==> config.mk <==
export PLATFORM = sky130hd
export DESIGN_NAME = wb_master_arbiter
export DESIGN_NICKNAME = d
export VERILOG_FILES = /design/src/rtl/paranut_wb_pkg.sv /design/src/rtl/rr_priority_pick.sv /design/src/rtl/wb_master_arbiter.sv
export SDC_FILE = /design/constraint.sdc
export NUM_CORES = 1
export LEC_CHECK = 0
export ABC_AREA = 1
export CAP_MARGIN = 40
export CORE_AREA = 2 2 118 120
export CTS_CLUSTER_SIZE = 30
export DETAILED_ROUTE_END_ITERATION = 12
export DIE_AREA = 0 0 120 122
export SETUP_SLACK_MARGIN = 0.5
export SYNTH_ARGS = -nofsm -noshare
export SYNTH_HDL_FRONTEND = slang
export SYNTH_SLANG_ARGS = --single-unit
==> constraint.sdc <==
create_clock -name clk_i -period 1.9 [get_ports clk_i]
set_input_delay 0.38 -clock clk_i [delete_from_list [all_inputs] [get_ports clk_i]]
set_output_delay 0.38 -clock clk_i [all_outputs]
set_load 0.02 [all_outputs]
==> src/rtl/paranut_wb_pkg.sv <==
// ============================================================================
// Module  : paranut_wb_pkg
// Brief   : Shared Wishbone B3 constants and the arbiter FSM state type.
// Revision: 1.0 - initial release
// ============================================================================
`default_nettype none

package paranut_wb_pkg;

  // Cycle type identifiers
  localparam logic [2:0] CLASSIC = 3'b000;
  localparam logic [2:0] CONST   = 3'b001;
  localparam logic [2:0] INCR    = 3'b010;
  localparam logic [2:0] EOB     = 3'b111;

  // Burst type extensions
  localparam logic [1:0] LINEAR  = 2'b00;
  localparam logic [1:0] WRAP4   = 2'b01;

  typedef enum logic [1:0] {
    IDLE  = 2'd0,
    BUSY  = 2'd1,
    ABORT = 2'd2
  } arb_state_t;

endpackage

`default_nettype wire

==> src/rtl/rr_priority_pick.sv <==
// ============================================================================
// Module  : rr_priority_pick
// Brief   : Combinational round-robin pick: first requester after lp, wrapping.
// Revision: 1.0 - initial release
// ============================================================================
`default_nettype none

module rr_priority_pick #(
  parameter int N_REQ = 2,
  parameter int IW    = 1
) (
  input  logic [N_REQ-1:0] i_req,
  input  logic [IW-1:0]    i_lp,
  output logic [IW-1:0]    o_idx,
  output logic             o_valid
);

  // Outer loop selects the rotation for the current lp so that every
  // request index is a constant; inner loop runs backwards so the
  // closest requester after lp is the last (winning) assignment.
  always_comb begin
    o_idx   = '0;
    o_valid = 1'b0;
    for (int j = 0; j < N_REQ; j++) begin
      if (i_lp == IW'(j)) begin
        for (int i = N_REQ; i >= 1; i--) begin
          if (i_req[(j + i) % N_REQ]) begin
            o_idx   = IW'((j + i) % N_REQ);
            o_valid = 1'b1;
          end
        end
      end
    end
  end

endmodule

`default_nettype wire

==> src/rtl/wb_master_arbiter.sv <==
// ============================================================================
// Module  : wb_master_arbiter
// Brief   : Round-robin arbiter sharing one Wishbone B3 master port among
//           N_REQ requesters; ownership is held until the owner drops cyc.
//           Optional slave watchdog: define WB_MASTER_ARBITER_TIMEOUT_EN.
// Revision: 1.0 - initial release
// ============================================================================
`default_nettype none

module wb_master_arbiter
  import paranut_wb_pkg::*;
#(
  parameter int N_REQ   = 2,
  parameter int DW      = 32,
  parameter int AW      = 32,
  parameter int TIMEOUT = 255
) (
  input  logic               clk_i,
  input  logic               rst_i,
  input  logic               stall_i,
  input  logic [N_REQ-1:0]   req_cyc_i,
  input  logic [N_REQ-1:0]   req_stb_i,
  input  logic [N_REQ-1:0]   req_we_i,
  input  logic [4*N_REQ-1:0] req_sel_i,
  input  logic [AW*N_REQ-1:0] req_adr_i,
  input  logic [DW*N_REQ-1:0] req_dat_i,
  input  logic [3*N_REQ-1:0] req_cti_i,
  input  logic [2*N_REQ-1:0] req_bte_i,
  output logic [N_REQ-1:0]   req_ack_o,
  output logic [N_REQ-1:0]   req_err_o,
  output logic [N_REQ-1:0]   req_rty_o,
  output logic [DW-1:0]      req_dat_o,
  output logic [N_REQ-1:0]   grant_o,
  input  logic               wb_ack_i,
  input  logic               wb_err_i,
  input  logic               wb_rty_i,
  input  logic [DW-1:0]      wb_dat_i,
  output logic               wb_cyc_o,
  output logic               wb_stb_o,
  output logic               wb_we_o,
  output logic [3:0]         wb_sel_o,
  output logic [AW-1:0]      wb_adr_o,
  output logic [DW-1:0]      wb_dat_o,
  output logic [2:0]         wb_cti_o,
  output logic [1:0]         wb_bte_o
);

  localparam int IW = (N_REQ > 1) ? $clog2(N_REQ) : 1;

  arb_state_t    r_state, w_state_nxt;
  logic [IW-1:0] r_g, w_g_nxt;
  logic [IW-1:0] r_lp, w_lp_nxt;
  logic [IW-1:0] w_pick_idx;
  logic          w_pick_valid;
  logic          w_grant;

  logic [N_REQ-1:0] w_own_onehot;
  logic             w_own_cyc, w_own_stb, w_own_we;
  logic [3:0]       w_own_sel;
  logic [AW-1:0]    w_own_adr;
  logic [DW-1:0]    w_own_dat;
  logic [2:0]       w_own_cti;
  logic [1:0]       w_own_bte;

  rr_priority_pick #(
    .N_REQ (N_REQ),
    .IW    (IW)
  ) u_pick (
    .i_req   (req_cyc_i),
    .i_lp    (r_lp),
    .o_idx   (w_pick_idx),
    .o_valid (w_pick_valid)
  );

  assign w_grant   = (r_state == IDLE) && !stall_i && w_pick_valid;
  assign req_dat_o = wb_dat_i;

  // Select the current owner's bus signals
  always_comb begin
    w_own_onehot = '0;
    w_own_cyc    = 1'b0;
    w_own_stb    = 1'b0;
    w_own_we     = 1'b0;
    w_own_sel    = '0;
    w_own_adr    = '0;
    w_own_dat    = '0;
    w_own_cti    = '0;
    w_own_bte    = '0;
    for (int k = 0; k < N_REQ; k++) begin
      if (r_g == IW'(k)) begin
        w_own_onehot[k] = 1'b1;
        w_own_cyc       = req_cyc_i[k];
        w_own_stb       = req_stb_i[k];
        w_own_we        = req_we_i[k];
        w_own_sel       = req_sel_i[4*k +: 4];
        w_own_adr       = req_adr_i[AW*k +: AW];
        w_own_dat       = req_dat_i[DW*k +: DW];
        w_own_cti       = req_cti_i[3*k +: 3];
        w_own_bte       = req_bte_i[2*k +: 2];
      end
    end
  end

`ifdef WB_MASTER_ARBITER_TIMEOUT_EN
  localparam int CW = $clog2(TIMEOUT + 1);

  logic [CW-1:0] r_cnt;
  logic          w_timeout;

  always_ff @(posedge clk_i or posedge rst_i) begin
    if (rst_i) begin
      r_cnt <= '0;
    end else if (w_grant || wb_ack_i || wb_err_i || wb_rty_i) begin
      r_cnt <= '0;
    end else if ((r_state == BUSY) && w_own_stb) begin
      r_cnt <= r_cnt + CW'(1);
    end
  end

  assign w_timeout = (r_state == BUSY) && (r_cnt == CW'(TIMEOUT));
`else
  logic w_unused_timeout;
  assign w_unused_timeout = (TIMEOUT != 0);
`endif

  always_ff @(posedge clk_i or posedge rst_i) begin
    if (rst_i) begin
      r_state <= IDLE;
      r_g     <= '0;
      r_lp    <= IW'(N_REQ - 1);
    end else begin
      r_state <= w_state_nxt;
      r_g     <= w_g_nxt;
      r_lp    <= w_lp_nxt;
    end
  end

  always_comb begin
    w_state_nxt = r_state;
    w_g_nxt     = r_g;
    w_lp_nxt    = r_lp;
    grant_o     = '0;
    req_ack_o   = '0;
    req_err_o   = '0;
    req_rty_o   = '0;
    wb_cyc_o    = 1'b0;
    wb_stb_o    = 1'b0;
    wb_we_o     = 1'b0;
    wb_sel_o    = '0;
    wb_adr_o    = '0;
    wb_dat_o    = '0;
    wb_cti_o    = '0;
    wb_bte_o    = '0;
    case (r_state)
      IDLE: begin
        if (w_grant) begin
          w_state_nxt = BUSY;
          w_g_nxt     = w_pick_idx;
        end
      end
      BUSY: begin
        grant_o   = w_own_onehot;
        req_ack_o = w_own_onehot & {N_REQ{wb_ack_i}};
        req_err_o = w_own_onehot & {N_REQ{wb_err_i}};
        req_rty_o = w_own_onehot & {N_REQ{wb_rty_i}};
        wb_cyc_o  = w_own_cyc;
        wb_stb_o  = w_own_stb;
        wb_we_o   = w_own_we;
        wb_sel_o  = w_own_sel;
        wb_adr_o  = w_own_adr;
        wb_dat_o  = w_own_dat;
        wb_cti_o  = w_own_cti;
        wb_bte_o  = w_own_bte;
        if (!w_own_cyc) begin
          w_state_nxt = IDLE;
          w_lp_nxt    = r_g;
`ifdef WB_MASTER_ARBITER_TIMEOUT_EN
        end else if (w_timeout) begin
          // Kill the stuck cycle and report an error to the owner only
          wb_cyc_o    = 1'b0;
          wb_stb_o    = 1'b0;
          req_ack_o   = '0;
          req_rty_o   = '0;
          req_err_o   = w_own_onehot;
          w_state_nxt = ABORT;
`endif
        end
      end
`ifdef WB_MASTER_ARBITER_TIMEOUT_EN
      ABORT: begin
        if (!w_own_cyc) begin
          w_state_nxt = IDLE;
          w_lp_nxt    = r_g;
        end
      end
`endif
      default: w_state_nxt = IDLE;
    endcase
  end

endmodule

`default_nettype wire

==> results.sh <==
export IMPL_status="completed"
export IMPL_via_per_inst=3.73
export IMPL_gr_total_overflow=0
export IMPL_setup_tns_ns=0
export IMPL_multiInputGateArea_sq_um=1260
export IMPL_cp_arrival_ns=1.39
export IMPL_rows=43
export IMPL_area_growth_pct=206
export IMPL_finalWorstSetupSlack_ns=0.127
export IMPL_regArea_sq_um=77.6
export IMPL_post_drt_wl_per_cell_um=14.5
export IMPL_fin_nets=729
export IMPL_ir_drop_v=0.000454
export IMPL_timing_fmax_mhz=564
export IMPL_dr_pass1_iters=4
export IMPL_antenna_cells=0
export IMPL_vias=2675
export IMPL_synthCells=313
export IMPL_cts_path_max_buffers=2
export IMPL_synth_seq_cells=3
export IMPL_hpwl_um=6700
export IMPL_fillers=1453
export IMPL_initial_core_util=0.108
export IMPL_drt_total_wl_um=10400
export IMPL_grt_usage=0.0997
export IMPL_finalClockSkew_ns=0.00308
export IMPL_fin_hold_ws_ns=0.342
export IMPL_cap_violations=0
export IMPL_finish_utilization=0.329
export IMPL_synth_area_sq_um=1450
export IMPL_slowest_stage="dfrtp_1"
export IMPL_period_share=0.933
export IMPL_core_area_sq_um=13500
export IMPL_slew_headroom=0.836
export IMPL_hp_class="in -> async"
export IMPL_final_common_cell="clkdlybuf4s50_1"
export IMPL_path_class="reg -> out"
export IMPL_yosys_area_top_type_share=0.610
export IMPL_yosysSeqAreaShare=0.0525
export IMPL_synthTopCellsByArea="nand2_1 61%, buf_4 17%, buf_6 7.8%"
export IMPL_p_total_mw=4.71
export IMPL_grt_pass1_vias=2489
export IMPL_cp_top_family="buffers and inverters"
export IMPL_drt_initial_drc_count=41
export IMPL_drc=0
export IMPL_worstPathMaxFanout=10
export IMPL_cellPowerDensity_nw_per_um2=1060
export IMPL_pre_cts_ws_ns=-0.244
export IMPL_dieWidth_um=120
export IMPL_drv_slew=0
export IMPL_synth_warnings=0
export IMPL_critPathCaptureType="output port"
export IMPL_rsz0062_at_grt="true"
export IMPL_yosys_area_top_type="nand2_1"
export IMPL_root_buffer="clkbuf_16"
export IMPL_syn_area_per_cell_sq_um=4.64
export IMPL_post_route_min_period_ns=1.77
export IMPL_grt_pass1_wl_um=11900
export IMPL_cpPeakStageDelay_ns=0.40
export IMPL_hold_viol=0
export IMPL_portBuffers=241
export IMPL_layout_common_cells="157 x clkdlybuf4s50_1, 155 x nand2_1, 67 x nand2_2"
export IMPL_drt_antenna_violating_nets=0
export IMPL_die_h_um=122
export IMPL_cp_num_buf_inv=4
export IMPL_htree_levels=1
export IMPL_drive_gt1_frac=0.381
export IMPL_worst_endpoint_required_ns=1.52
export IMPL_ios=306
export IMPL_path_cells="inv_2, nand2_8, inv_8, buf_12, nand2_1, nand2_2, buf_2"
export IMPL_crit_path_start_kind="flop"
export IMPL_cts_tree="done"
export IMPL_gp_congestion=0.753
export IMPL_worst_pin_slew_ns=0.244
export IMPL_netlist_cell_type_count=13
export IMPL_clkTransAtPathRegs_ns=0.03
export IMPL_grt_max_degree=42
export IMPL_syn_nets=503
export IMPL_p_leak_nw=2.19
export IMPL_cts_buffers=3
export IMPL_insertion_delay_ns=0.23
export IMPL_antenna_found_initial=0
export IMPL_cts_hold_buf=0
export IMPL_setup_viol=0
export IMPL_cts_num_sinks=3
export IMPL_die_area_sq_um=14600
-- metrics by stage --
step	instances	instance area [sq um]
3_3_place_gp	698	3990
2_1_floorplan	313	1590
5_1_grt	718	4440
6_report	718	4440
3_5_place_dp	698	3990
4_1_cts	702	4110
-- flip-flops by register name (all words and copies together), names as in the netlist --
name / flops
r_state: 1
r_lp: 1
r_g: 1
-- synthesized netlist by cell type --
library cell / count
nand2_1: 236
buf_2: 6
nand2_2: 2
nor2_1: 9
inv_2: 2
dfrtp_1: 2
nand3_1: 2
buf_6: 10
o21ai_0: 1
buf_4: 32
dfstp_2: 1
a21oi_1: 1
inv_1: 9
-- cell type report --
| class | instances | area share |
|---|---|---|
| clock buffers | 4 | 0.0177 |
| inverters | 11 | 0.0132 |
| flip-flops and latches | 3 | 0.0175 |
| repair buffers | 267 | 0.613 |
| multi-input cells | 251 | 0.283 |
| repair inverters | 2 | 0.00450 |
| well taps | 180 | 0.0507 |
-- kinds of logic after synthesis --
logic type      after synthesis  share of synthesized area
compound gates                2                    0.00688
buf+inv                      59                      0.292
flops                         3                     0.0525
simple gates                249                      0.649
-- path summary, 6_finish.rpt --
check	start	end	slack, ns	cells after the start
setup / recovery	r_g$_DFFE_PP0P_	wb_adr_o[20]	0.13	7
min in group clk_i	r_lp$_DFFE_PP1P_	r_lp$_DFFE_PP1P_	0.47	2
hold / removal	rst_i	r_g$_DFFE_PP0P_	0.34	2
setup reg to reg	r_g$_DFFE_PP0P_	r_lp$_DFFE_PP1P_	0.79	8
max in group asynchronous	rst_i	r_lp$_DFFE_PP1P_	1.34	2
hold reg to reg	r_lp$_DFFE_PP1P_	r_lp$_DFFE_PP1P_	0.47	2
-- power by group --
group          switching (mW)  internal [mW]  total (mW)  leakage, nW
logic                    2.26           1.98        4.24         2.12
clock network          0.0613          0.277       0.339       0.0382
registers              0.0346         0.0972       0.132       0.0341
-- what timing repair did --
item                                    4_1_cts  5_1_grt
pin swaps                                    13        6
endpoints found under the setup margin       84       84
cloned                                        0       15
buffers inserted                              0        1
endpoints found under the hold margin         0        0
resized for setup                           347      158
-- per-layer routing --
metal  routed length [um]  GRT usage  vias up
met4                  112     0.0147        0
li1                     -          -     1339
met5                    0          0        -
met1                 4180      0.106     1131
met2                 4960      0.184      196
met3                 1160     0.0445        9
(Power assumes the default switching activity.)
